--- config.mk ---
export PLATFORM = sky130hd
export DESIGN_NAME = multicycle_control_unit
export DESIGN_NICKNAME = d
export VERILOG_FILES = /design/src/rtl/ctrl_pkg.sv /design/src/rtl/instr_decoder.sv /design/src/rtl/multicycle_control_unit.sv
export SDC_FILE = /design/constraint.sdc
export NUM_CORES = 1
export LEC_CHECK = 0
export CAP_MARGIN = 30
export CORE_UTILIZATION = 30
export CTS_CLUSTER_SIZE = 20
export DETAILED_ROUTE_END_ITERATION = 10
export HOLD_SLACK_MARGIN = 0.1
export SKIP_LAST_GASP = 1
export SLEW_MARGIN = 10
export SYNTH_ARGS = -nofsm -noshare
export SYNTH_HDL_FRONTEND = slang
export SYNTH_SLANG_ARGS = --single-unit
--- constraint.sdc ---
create_clock -name clk -period 3 [get_ports clk]
set_input_delay 0.6 -clock clk [delete_from_list [all_inputs] [get_ports clk]]
set_output_delay 0.6 -clock clk [all_outputs]
set_load 0.05 [all_outputs]
--- src/rtl/ctrl_pkg.sv ---
// Shared encodings for the multi-cycle MIPS control unit:
// opcodes, functs, ALU codes, PC select, FSM states, instruction classes.
package ctrl_pkg;

    localparam logic [5:0] OP_RTYPE = 6'h00;
    localparam logic [5:0] OP_J     = 6'h02;
    localparam logic [5:0] OP_JAL   = 6'h03;
    localparam logic [5:0] OP_BEQ   = 6'h04;
    localparam logic [5:0] OP_BNE   = 6'h05;
    localparam logic [5:0] OP_ADDI  = 6'h08;
    localparam logic [5:0] OP_ADDIU = 6'h09;
    localparam logic [5:0] OP_SLTI  = 6'h0A;
    localparam logic [5:0] OP_ANDI  = 6'h0C;
    localparam logic [5:0] OP_ORI   = 6'h0D;
    localparam logic [5:0] OP_LW    = 6'h23;
    localparam logic [5:0] OP_SB    = 6'h28;
    localparam logic [5:0] OP_SH    = 6'h29;
    localparam logic [5:0] OP_SW    = 6'h2B;

    localparam logic [5:0] FN_SLL  = 6'd0;
    localparam logic [5:0] FN_SRL  = 6'd2;
    localparam logic [5:0] FN_SRA  = 6'd3;
    localparam logic [5:0] FN_JR   = 6'd8;
    localparam logic [5:0] FN_ADD  = 6'd32;
    localparam logic [5:0] FN_ADDU = 6'd33;
    localparam logic [5:0] FN_SUB  = 6'd34;
    localparam logic [5:0] FN_SUBU = 6'd35;
    localparam logic [5:0] FN_AND  = 6'd36;
    localparam logic [5:0] FN_OR   = 6'd37;
    localparam logic [5:0] FN_XOR  = 6'd38;
    localparam logic [5:0] FN_NOR  = 6'd39;
    localparam logic [5:0] FN_SLT  = 6'd42;

    localparam logic [3:0] ALU_AND = 4'b0000;
    localparam logic [3:0] ALU_OR  = 4'b0001;
    localparam logic [3:0] ALU_ADD = 4'b0010;
    localparam logic [3:0] ALU_XOR = 4'b0011;
    localparam logic [3:0] ALU_NOR = 4'b0100;
    localparam logic [3:0] ALU_SUB = 4'b0110;
    localparam logic [3:0] ALU_SLT = 4'b0111;
    localparam logic [3:0] ALU_SRL = 4'b1000;
    localparam logic [3:0] ALU_SLL = 4'b1001;
    localparam logic [3:0] ALU_SRA = 4'b1010;

    localparam logic [2:0] PC_NEXT   = 3'b000;
    localparam logic [2:0] PC_JUMP   = 3'b001;
    localparam logic [2:0] PC_JR     = 3'b010;
    localparam logic [2:0] PC_BRANCH = 3'b011;

    typedef enum logic [2:0] {
        FETCH, DECODE, EXEC, MEM, WB
    } state_t;

    typedef enum logic [3:0] {
        R_ALU, I_ALU, BRANCH, JUMP, JAL, JR, LOAD, STORE, ILLEGAL
    } instr_class_t;

endpackage

--- src/rtl/instr_decoder.sv ---
// Combinational classifier: opcode/funct to instruction class,
// ALU code, operand/destination muxes and store byte-lane mask.
module instr_decoder
    import ctrl_pkg::*;
#(
    parameter int DM_LANES = 4
) (
    input  logic [5:0]          op,
    input  logic [5:0]          funct,
    output instr_class_t        instr_class,
    output logic [3:0]          alu_control,
    output logic                alu_mux_select,
    output logic                reg_file_rmux_select,
    output logic [DM_LANES-1:0] lane_mask
);

    always_comb begin
        instr_class          = ILLEGAL;
        alu_control          = ALU_AND;
        alu_mux_select       = 1'b0;
        reg_file_rmux_select = 1'b0;
        lane_mask            = '0;
        unique case (op)
            OP_RTYPE: begin
                instr_class          = R_ALU;
                reg_file_rmux_select = 1'b1;
                unique case (funct)
                    FN_SLL:          alu_control = ALU_SLL;
                    FN_SRL:          alu_control = ALU_SRL;
                    FN_SRA:          alu_control = ALU_SRA;
                    FN_ADD, FN_ADDU: alu_control = ALU_ADD;
                    FN_SUB, FN_SUBU: alu_control = ALU_SUB;
                    FN_AND:          alu_control = ALU_AND;
                    FN_OR:           alu_control = ALU_OR;
                    FN_XOR:          alu_control = ALU_XOR;
                    FN_NOR:          alu_control = ALU_NOR;
                    FN_SLT:          alu_control = ALU_SLT;
                    FN_JR: begin
                        instr_class          = JR;
                        reg_file_rmux_select = 1'b0;
                        alu_control          = ALU_ADD;
                    end
                    default: begin
                        instr_class          = ILLEGAL;
                        reg_file_rmux_select = 1'b0;
                    end
                endcase
            end
            OP_ADDI, OP_ADDIU: begin
                instr_class    = I_ALU;
                alu_mux_select = 1'b1;
                alu_control    = ALU_ADD;
            end
            OP_SLTI: begin
                instr_class    = I_ALU;
                alu_mux_select = 1'b1;
                alu_control    = ALU_SLT;
            end
            OP_ANDI: begin
                instr_class    = I_ALU;
                alu_mux_select = 1'b1;
                alu_control    = ALU_AND;
            end
            OP_ORI: begin
                instr_class    = I_ALU;
                alu_mux_select = 1'b1;
                alu_control    = ALU_OR;
            end
            OP_BEQ, OP_BNE: begin
                instr_class = BRANCH;
                alu_control = ALU_SUB;
            end
            OP_J: begin
                instr_class = JUMP;
                alu_control = ALU_ADD;
            end
            OP_JAL: begin
                instr_class = JAL;
                alu_control = ALU_ADD;
            end
            OP_LW: begin
                instr_class    = LOAD;
                alu_mux_select = 1'b1;
                alu_control    = ALU_ADD;
            end
            OP_SW, OP_SH, OP_SB: begin
                instr_class    = STORE;
                alu_mux_select = 1'b1;
                alu_control    = ALU_ADD;
                // byte lanes grow sb -> sh -> sw
                lane_mask[0]   = 1'b1;
                lane_mask[1]   = (op != OP_SB);
                lane_mask[3:2] = {2{op == OP_SW}};
            end
            default: ;
        endcase
    end

endmodule

--- src/rtl/multicycle_control_unit.sv ---
// Multi-cycle MIPS control FSM (FETCH/DECODE/EXEC/MEM/WB) with MEM timeout.
// Define CTRL_TRACE_EN to print a decode trace from simulation.
module multicycle_control_unit
    import ctrl_pkg::*;
#(
    parameter int DM_LANES     = 4,
    parameter int MEM_WAIT_MAX = 15
) (
    input  logic                clk,
    input  logic                rst,
    input  logic [31:0]         instruction_in,
    input  logic                instr_valid,
    output logic                instr_ready,
    input  logic                alu_zero,
    input  logic                mem_ready,
    output logic                reg_file_wren,
    output logic                reg_file_dmux_select,
    output logic                reg_file_rmux_select,
    output logic                alu_mux_select,
    output logic [3:0]          alu_control,
    output logic [DM_LANES-1:0] data_mem_wren,
    output logic                data_mem_rden,
    output logic                pc_wren,
    output logic [2:0]          pc_control,
    output logic                illegal_instr,
    output logic                mem_timeout
);

    localparam int CW = (MEM_WAIT_MAX > 0) ? $clog2(MEM_WAIT_MAX + 1) : 1;

    state_t              state, state_nxt;
    logic [31:0]         ir;
    logic [CW-1:0]       wait_cnt;
    instr_class_t        cls;
    logic [3:0]          dec_alu;
    logic                dec_amux;
    logic                dec_rmux;
    logic [DM_LANES-1:0] dec_lanes;
    logic                timed_out;
    logic                taken;
    logic                unused_ir;

    instr_decoder #(.DM_LANES(DM_LANES)) u_dec (
        .op                   (ir[31:26]),
        .funct                (ir[5:0]),
        .instr_class          (cls),
        .alu_control          (dec_alu),
        .alu_mux_select       (dec_amux),
        .reg_file_rmux_select (dec_rmux),
        .lane_mask            (dec_lanes)
    );

    assign unused_ir = ^ir[25:6];
    assign timed_out = (MEM_WAIT_MAX > 0) && (wait_cnt == CW'(MEM_WAIT_MAX));
    assign taken     = (ir[31:26] == OP_BEQ) ? alu_zero : !alu_zero;

    always_ff @(posedge clk or posedge rst) begin
        if (rst) begin
            state    <= FETCH;
            ir       <= '0;
            wait_cnt <= '0;
        end else begin
            state <= state_nxt;
            if (state == FETCH && instr_valid)
                ir <= instruction_in;
            wait_cnt <= (state == MEM && state_nxt == MEM) ?
                        wait_cnt + CW'(1) : '0;
        end
    end

    always_comb begin
        state_nxt            = state;
        instr_ready          = 1'b0;
        reg_file_wren        = 1'b0;
        reg_file_dmux_select = 1'b0;
        reg_file_rmux_select = 1'b0;
        alu_mux_select       = 1'b0;
        alu_control          = 4'b0000;
        data_mem_wren        = '0;
        data_mem_rden        = 1'b0;
        pc_wren              = 1'b0;
        pc_control           = PC_NEXT;
        illegal_instr        = 1'b0;
        mem_timeout          = 1'b0;
        // datapath selects stay stable for the whole execution phase
        if (state == EXEC || state == MEM || state == WB) begin
            alu_control          = dec_alu;
            alu_mux_select       = dec_amux;
            reg_file_rmux_select = dec_rmux;
        end
        unique case (state)
            FETCH: begin
                instr_ready = 1'b1;
                if (instr_valid)
                    state_nxt = DECODE;
            end
            DECODE: state_nxt = EXEC;
            EXEC: begin
                state_nxt = FETCH;
                unique case (cls)
                    R_ALU, I_ALU, JAL: state_nxt = WB;
                    LOAD, STORE:       state_nxt = MEM;
                    BRANCH: begin
                        pc_wren    = 1'b1;
                        pc_control = taken ? PC_BRANCH : PC_NEXT;
                    end
                    JUMP: begin
                        pc_wren    = 1'b1;
                        pc_control = PC_JUMP;
                    end
                    JR: begin
                        pc_wren    = 1'b1;
                        pc_control = PC_JR;
                    end
                    default: begin
                        illegal_instr = 1'b1;
                        pc_wren       = 1'b1;
                    end
                endcase
            end
            MEM: begin
                if (timed_out) begin
                    mem_timeout = 1'b1;
                    pc_wren     = 1'b1;
                    state_nxt   = FETCH;
                end else begin
                    data_mem_rden = (cls == LOAD);
                    data_mem_wren = (cls == STORE) ? dec_lanes : '0;
                    if (mem_ready) begin
                        if (cls == LOAD) begin
                            state_nxt = WB;
                        end else begin
                            pc_wren   = 1'b1;
                            state_nxt = FETCH;
                        end
                    end
                end
            end
            WB: begin
                reg_file_wren        = 1'b1;
                reg_file_dmux_select = (cls != LOAD);
                pc_wren              = 1'b1;
                pc_control           = (cls == JAL) ? PC_JUMP : PC_NEXT;
                state_nxt            = FETCH;
            end
            default: state_nxt = FETCH;
        endcase
    end

`ifdef CTRL_TRACE_EN
    function automatic string mnem(input logic [5:0] op,
                                   input logic [5:0] fn);
        if (op == OP_RTYPE) begin
            case (fn)
                FN_SLL:  return "sll";
                FN_SRL:  return "srl";
                FN_SRA:  return "sra";
                FN_JR:   return "jr";
                6'd16:   return "mfhi";
                6'd18:   return "mflo";
                6'd24:   return "mult";
                6'd25:   return "multu";
                6'd26:   return "div";
                6'd27:   return "divu";
                FN_ADD:  return "add";
                FN_ADDU: return "addu";
                FN_SUB:  return "sub";
                FN_SUBU: return "subu";
                FN_AND:  return "and";
                FN_OR:   return "or";
                FN_XOR:  return "xor";
                FN_NOR:  return "nor";
                FN_SLT:  return "slt";
                default: return "undef";
            endcase
        end
        case (op)
            OP_J:     return "j";
            OP_JAL:   return "jal";
            OP_BEQ:   return "beq";
            OP_BNE:   return "bne";
            OP_ADDI:  return "addi";
            OP_ADDIU: return "addiu";
            OP_SLTI:  return "slti";
            OP_ANDI:  return "andi";
            OP_ORI:   return "ori";
            6'h0F:    return "lui";
            6'h20:    return "lb";
            6'h21:    return "lh";
            6'h24:    return "lbu";
            6'h25:    return "lhu";
            OP_LW:    return "lw";
            OP_SB:    return "sb";
            OP_SH:    return "sh";
            OP_SW:    return "sw";
            default:  return "undef";
        endcase
    endfunction

    always_ff @(posedge clk) begin
        if (state == DECODE) begin
            if (ir[31:26] == OP_RTYPE)
                $display("%0t trace R %s op=%0d rs=%0d rt=%0d rd=%0d shamt=%0d funct=%0d",
                         $time, mnem(ir[31:26], ir[5:0]), ir[31:26], ir[25:21],
                         ir[20:16], ir[15:11], ir[10:6], ir[5:0]);
            else if (ir[31:26] == OP_J || ir[31:26] == OP_JAL)
                $display("%0t trace J %s op=%0d addr=%07h",
                         $time, mnem(ir[31:26], ir[5:0]), ir[31:26], ir[25:0]);
            else
                $display("%0t trace I %s op=%0d rs=%0d rt=%0d imm=%04h",
                         $time, mnem(ir[31:26], ir[5:0]), ir[31:26], ir[25:21],
                         ir[20:16], ir[15:0]);
        end
        if (illegal_instr)
            $display("%0t trace illegal_instr ir=%08h", $time, ir);
        if (mem_timeout)
            $display("%0t trace mem_timeout ir=%08h", $time, ir);
    end
`endif

endmodule

* Yosys cells after proc, flatten, opt, wreduce, memory -nomap -nowiden
Index checks and enable logic that the tools add are counted.
** Storage, ports and cells
- Register bits :: 39
- Bits in latches :: 0
- Bits in writable memories :: 0
- ROM bits :: 0
- Bits of input ports :: 37
- Output and inout port bits :: 20
- Logic and storage cells :: 105
- Memories :: 0
** Cells by class
- Add/sub/neg operators :: 1
- Multiply operators :: 0
- Divide/modulo/power cells :: 0
- Magnitude comparators :: 0
- Eq/ne operators :: 40
- Shift operators :: 0
- Muxes and demuxes :: 40
- Bitwise gates (word level) :: 0
- Reductions and logical operators :: 21
** Operator list (number)
- 6-bit equality test, second input constant :: 13
- 6-bit by 4-bit equality test with 1-bit output, second input constant :: 6
- 4-bit case mux with 9 select lines :: 1
- 4-bit case mux with 7 select lines :: 1
- 6-bit by 2-bit equality test with 1-bit output, second input constant :: 4
- 4-bit 2-to-1 mux :: 6
- 1-bit 2-to-1 mux :: 20
- 4-bit case mux with 5 select lines :: 1
- 4-bit by 3-bit equality test with 1-bit output, second input constant :: 4
- 8-bit OR reduction :: 2
- 6-bit by 3-bit equality test with 1-bit output, second input constant :: 2
- 6-bit logical NOT :: 2
- 3-bit 2-to-1 mux :: 4
- 3-bit case mux with 4 select lines :: 1
- 12-bit OR reduction :: 1
- 5-bit OR reduction :: 2
- 3-bit by 2-bit equality test with 1-bit output, second input constant :: 3
- 3-bit OR reduction :: 3
- 9-bit OR reduction :: 1
- 4-bit by 2-bit equality test with 1-bit output, second input constant :: 2
- 4-bit case mux with 2 select lines :: 1
- 6-bit inequality test, second input constant :: 1
- 2-bit case mux with 3 select lines :: 1
- 3-bit case mux with 2 select lines :: 1
- 15 further kinds :: 19

* Depth between registers and ports, before layout
- Word-level depth :: 12
- Mapped depth :: 7
- Gate-level depth less buffers :: 6

* By module
A second synthesis with hierarchy kept.
** Second synthesis, totals
- Cell total of the unflattened synthesis :: 195
- Area, all modules :: 1610.3 um2
** By module, submodules not included
- multicycle_control_unit :: times used 1, cells an instance 104, area each 1022.2 um2, seq. area each 475.5 um2
- instr_decoder :: times used 1, cells an instance 91, area each 588.1 um2, seq. area each 0.0 um2

* Worst setup path before layout
No wires, ideal clock.
- Kind :: register to output
- From :: register state[0]
- To :: output alu_control[3]
- Arrival time :: 3657 ps
- Data required time :: 2400 ps
- Slack :: -1257 ps
- Stages on the path, launching flop included :: 4
- Buffers on the path :: 0
- Cells stage by stage :: dfrtp_1 > nor3b_1 > nor2_1 > nor4_1
** Between the ends
- Longest elaborated chain between the ends :: 4
- Elaborated cells between the ends (all ways) :: 6
- Those cells by class :: 3 x eq/ne; 1 x mux; 2 x reduce/logical
** Ends and longest elaborated chain
- from (decl) :: RTL line multicycle_control_unit.sv:31 : state_t state, state_nxt;
- from (signal assigned) :: RTL line multicycle_control_unit.sv:63 : state <= state_nxt;
- 3-bit by 2-bit equality test with 1-bit output :: RTL line multicycle_control_unit.sv:86 : if (state == EXEC || state == MEM || state == WB) begin
- 1-bit logical OR :: RTL line multicycle_control_unit.sv:86
- 1-bit logical OR (*) :: RTL line multicycle_control_unit.sv:86
- 4-bit 2-to-1 mux (*) :: RTL line multicycle_control_unit.sv:86
- to (decl) :: RTL line multicycle_control_unit.sv:20 : output logic [3:0] alu_control,
Mark *: on every way between the ends. The rest lies on a longest branch, timed or not.

* Final worst setup path
- From :: register ir[31]
- To :: output alu_control[2]
** Between the ends
- Longest elaborated chain between the ends :: 4
- Elaborated cells between the ends (all ways) :: 17
- Those cells by class :: 12 x eq/ne; 2 x mux; 3 x reduce/logical
** Ends and longest elaborated chain
- from (decl) :: RTL line multicycle_control_unit.sv:32 : logic [31:0] ir;
- from (signal assigned) :: RTL line multicycle_control_unit.sv:65 : ir <= instruction_in;
- 6-bit by 2-bit equality test with 1-bit output, or another cell as far along :: RTL line instr_decoder.sv:23 : unique case (op)
- 8-bit OR reduction (no source line) or 2-bit OR reduction (tied branches)
- 4-bit case mux with 5 select lines (*) :: RTL line instr_decoder.sv:23
- 4-bit 2-to-1 mux (*) :: RTL line multicycle_control_unit.sv:86
Marked as above.

==> metrics.txt <==
Num CTS Buffers=3; CP Buf/Inv Count=1; nets=262; CTS tree=built; Mapped Area=0.00153 mm2; Register Area=475 um2; Crit. End Element=output pin; Post-DP HPWL=2.91 mm; Worst Max-Slew Pin Slew=690 ps; Period minus WS final=2890 ps; Hold Vio Cnt, Final=0; RSZ-0062 raised after global routing=false; Die W=73.4 um; CTS max path bufs=2; Core Util, Final=0.442; Final Power=2.05 mW; YS warnings=0; overall die height=73.4 um; Synth top area share=0.311; r2r startpoint=ir[31]; Post-synth top cells=nor2_1 (27), dfrtp_1 (19), clkbuf_1 (15); status=finished clean; Synth cell types=48; Reg power frac=0.264; clock tree sinks=19; GRT Total Usage=0.155; crit path kind=reg2out; max frequency=0.346 GHz; IO buf count=35; Synth-to-Final Area Change=39.3%; initial antenna violation count=0; core area=0.00482 mm2; CP max-delay cell=or4_4; DRT Wirelength=3.81 mm; layout cell share with drive strength beyond 1=0.202; CP arrival=2290 ps; commonest register cell after synthesis=dfrtp_1; initial core utilization=0.317; Routed Antenna Nets=0; Total Die Area=0.00539 mm2; wire length per cell=13.1 um; Critical Path Sink=alu_control[2]; Clk Tree Root Cell=clkbuf_8; largest net degree at the start of global routing=20; Initial DRC Count=93; Setup TNS=0 ps; Remaining DRCs=0; Sw Pwr=1.03 mW; # H-tree levels=1; Post-synth EDFFs=0; Synth Net Count=234; via count=1445; Pwr Density=964 mW/mm2; clock skew=4.46 ps; sw frac=0.503; Lkg Pwr=0.886 nW; max-cap viol count=0; Multi-input gate area=0.00101 mm2; RD Place Congestion=0.842; Final setup viols=0; Syn Area/Cell=7.80 um2; CP cell instances=or3_1 -> or4_4 -> a311oi_4 -> a32oi_1 -> nor2_2 -> buf_12; Site Rows=25; Gate Count Post-Synth=196; Crit path depth=6; max incr delay on CP=490 ps; Critical Path RT=2400 ps; ANT cells=0; Via density=4.98; worst skew pair latency=250 ps; most area-hungry cell type in the Yosys netlist=dfrtp_1; fill cell count=495; vias in the first global route=1334; P_int=1.02 mW; Relative slew margins=0.539; Hold WC Path Type=reg2reg; # IOs=57; CP delay by family, top=simple AND/OR/NAND/NOR gates; Post-synth ARST share=1.00; Synth area leaders=dfrtp_1 (31%), nor2_1 (6.6%), mux2_2 (5.9%); Post-CTS Setup Repair Bufs=0; crit path launch=ir[31]; worst hold slack=463 ps; combinational power share=0.651; Clock power frac=0.085; total gr overflow=0; iteration count of the initial detailed-routing pass=4; period utilization=0.963; VDD IR max=414 uV; #FFs+latches synth=19; Final Max Tran Viols=0; R2R Setup Slk=1120 ps; first-pass GRT wire length=6.41 mm; top-count cell post-synth=nor2_1; critical path launch point type=flip-flop; Reg2Reg Depth=5; Worst-path clk slew=70 ps; sequential-to-total area share from yosys stat=0.311; CP max FO=6; FF-to-FF End=state[2]
-- state kept, by name (all words and copies together), names as in the netlist --
| signal | flops |
|---|---|
| state | 3 |
| ir | 12 |
| wait_cnt | 4 |
-- cells by family after synthesis --
family                   synth area share
other                             0.00245
XOR/XNOR                           0.0229
AO/OA/AOI/OAI                       0.231
multiplexers                       0.0655
buffers and inverters              0.0720
flip-flops                          0.311
adder cells (fa/ha/maj)           0.00818
AND/OR/NAND/NOR                     0.287
-- how the worst min path moves through the flow --
| stage | slack (ps) | startpoint | to | cells after the start |
|---|---|---|---|---|
| 2_1_floorplan | 430 | wait_cnt[0] | wait_cnt[0] | 1 |
| 3_3_place_gp | 450 | wait_cnt[0] | wait_cnt[0] | 1 |
| 3_5_place_dp | 460 | wait_cnt[0] | wait_cnt[0] | 1 |
| 4_1_cts | 470 | wait_cnt[0] | wait_cnt[0] | 1 |
| 5_1_grt | 490 | wait_cnt[0] | wait_cnt[0] | 1 |
| 6_report | 460 | wait_cnt[0] | wait_cnt[0] | 1 |
-- routing by layer --
metal  GRT usage  vias to the layer above  share of wire
li1            -                      746              -
met1       0.221                      658           0.49
met2       0.243                       38           0.45
met3      0.0384                        3          0.058
met4      0.0171                        0         0.0042
met5           0                        -              0
-- stage by stage --
stage	setup WS [ps]	cell area (um2)	cells
floorplan	-85.4	1580	196
global placement	260	2060	286
detailed placement	287	2060	286
CTS	66.4	2110	290
global route	0.917	2130	290
finish	111	2130	290
-- what timing repair did --
action,in CTS,in global routing
gates resized for setup,1,5
setup endpoints to repair,2,5
hold buffers,0,0
-- layout make-up --
cell class | count | area share
inverters | 6 | 0.0106
clock buffers | 4 | 0.0212
well taps | 67 | 0.0394
multi-input cells | 152 | 0.473
repair buffers | 42 | 0.233
flip-flops and latches | 19 | 0.223
-- worst reg2reg max path, cell delays in order, from the launching register on --
cell,delay (ps)
dfrtp_1,370
or3_1,400
or4_4,490
o21bai_1,200
a21oi_1,200
o21ai_0,110
-- power by group through the flow --
stage	Combinational [mW]	Clock [mW]	Sequential, mW
final	1.34	0.174	0.543
after global routing	1.47	0.192	0.571
after CTS	1.33	0.180	0.538
after detailed placement	1.32	0	0.542
after global placement	1.32	0	0.538
after floorplan	1.05	0	0.427
-- cells in the final DEF, fill, tap and decap left out, types with 4 or more instances in the layout --
master / count
nor2b_1: 8
mux2_2: 8
buf_12: 9
clkdlybuf4s50_1: 21
nand2b_1: 6
buf_4: 9
nor3_1: 5
o21ai_0: 14
nand2_1: 10
nor2_1: 24
inv_1: 6
nand3_1: 5
dfrtp_1: 19
and2_1: 4
a21oi_1: 8
Note: power is estimated with default switching activity, not from simulation.
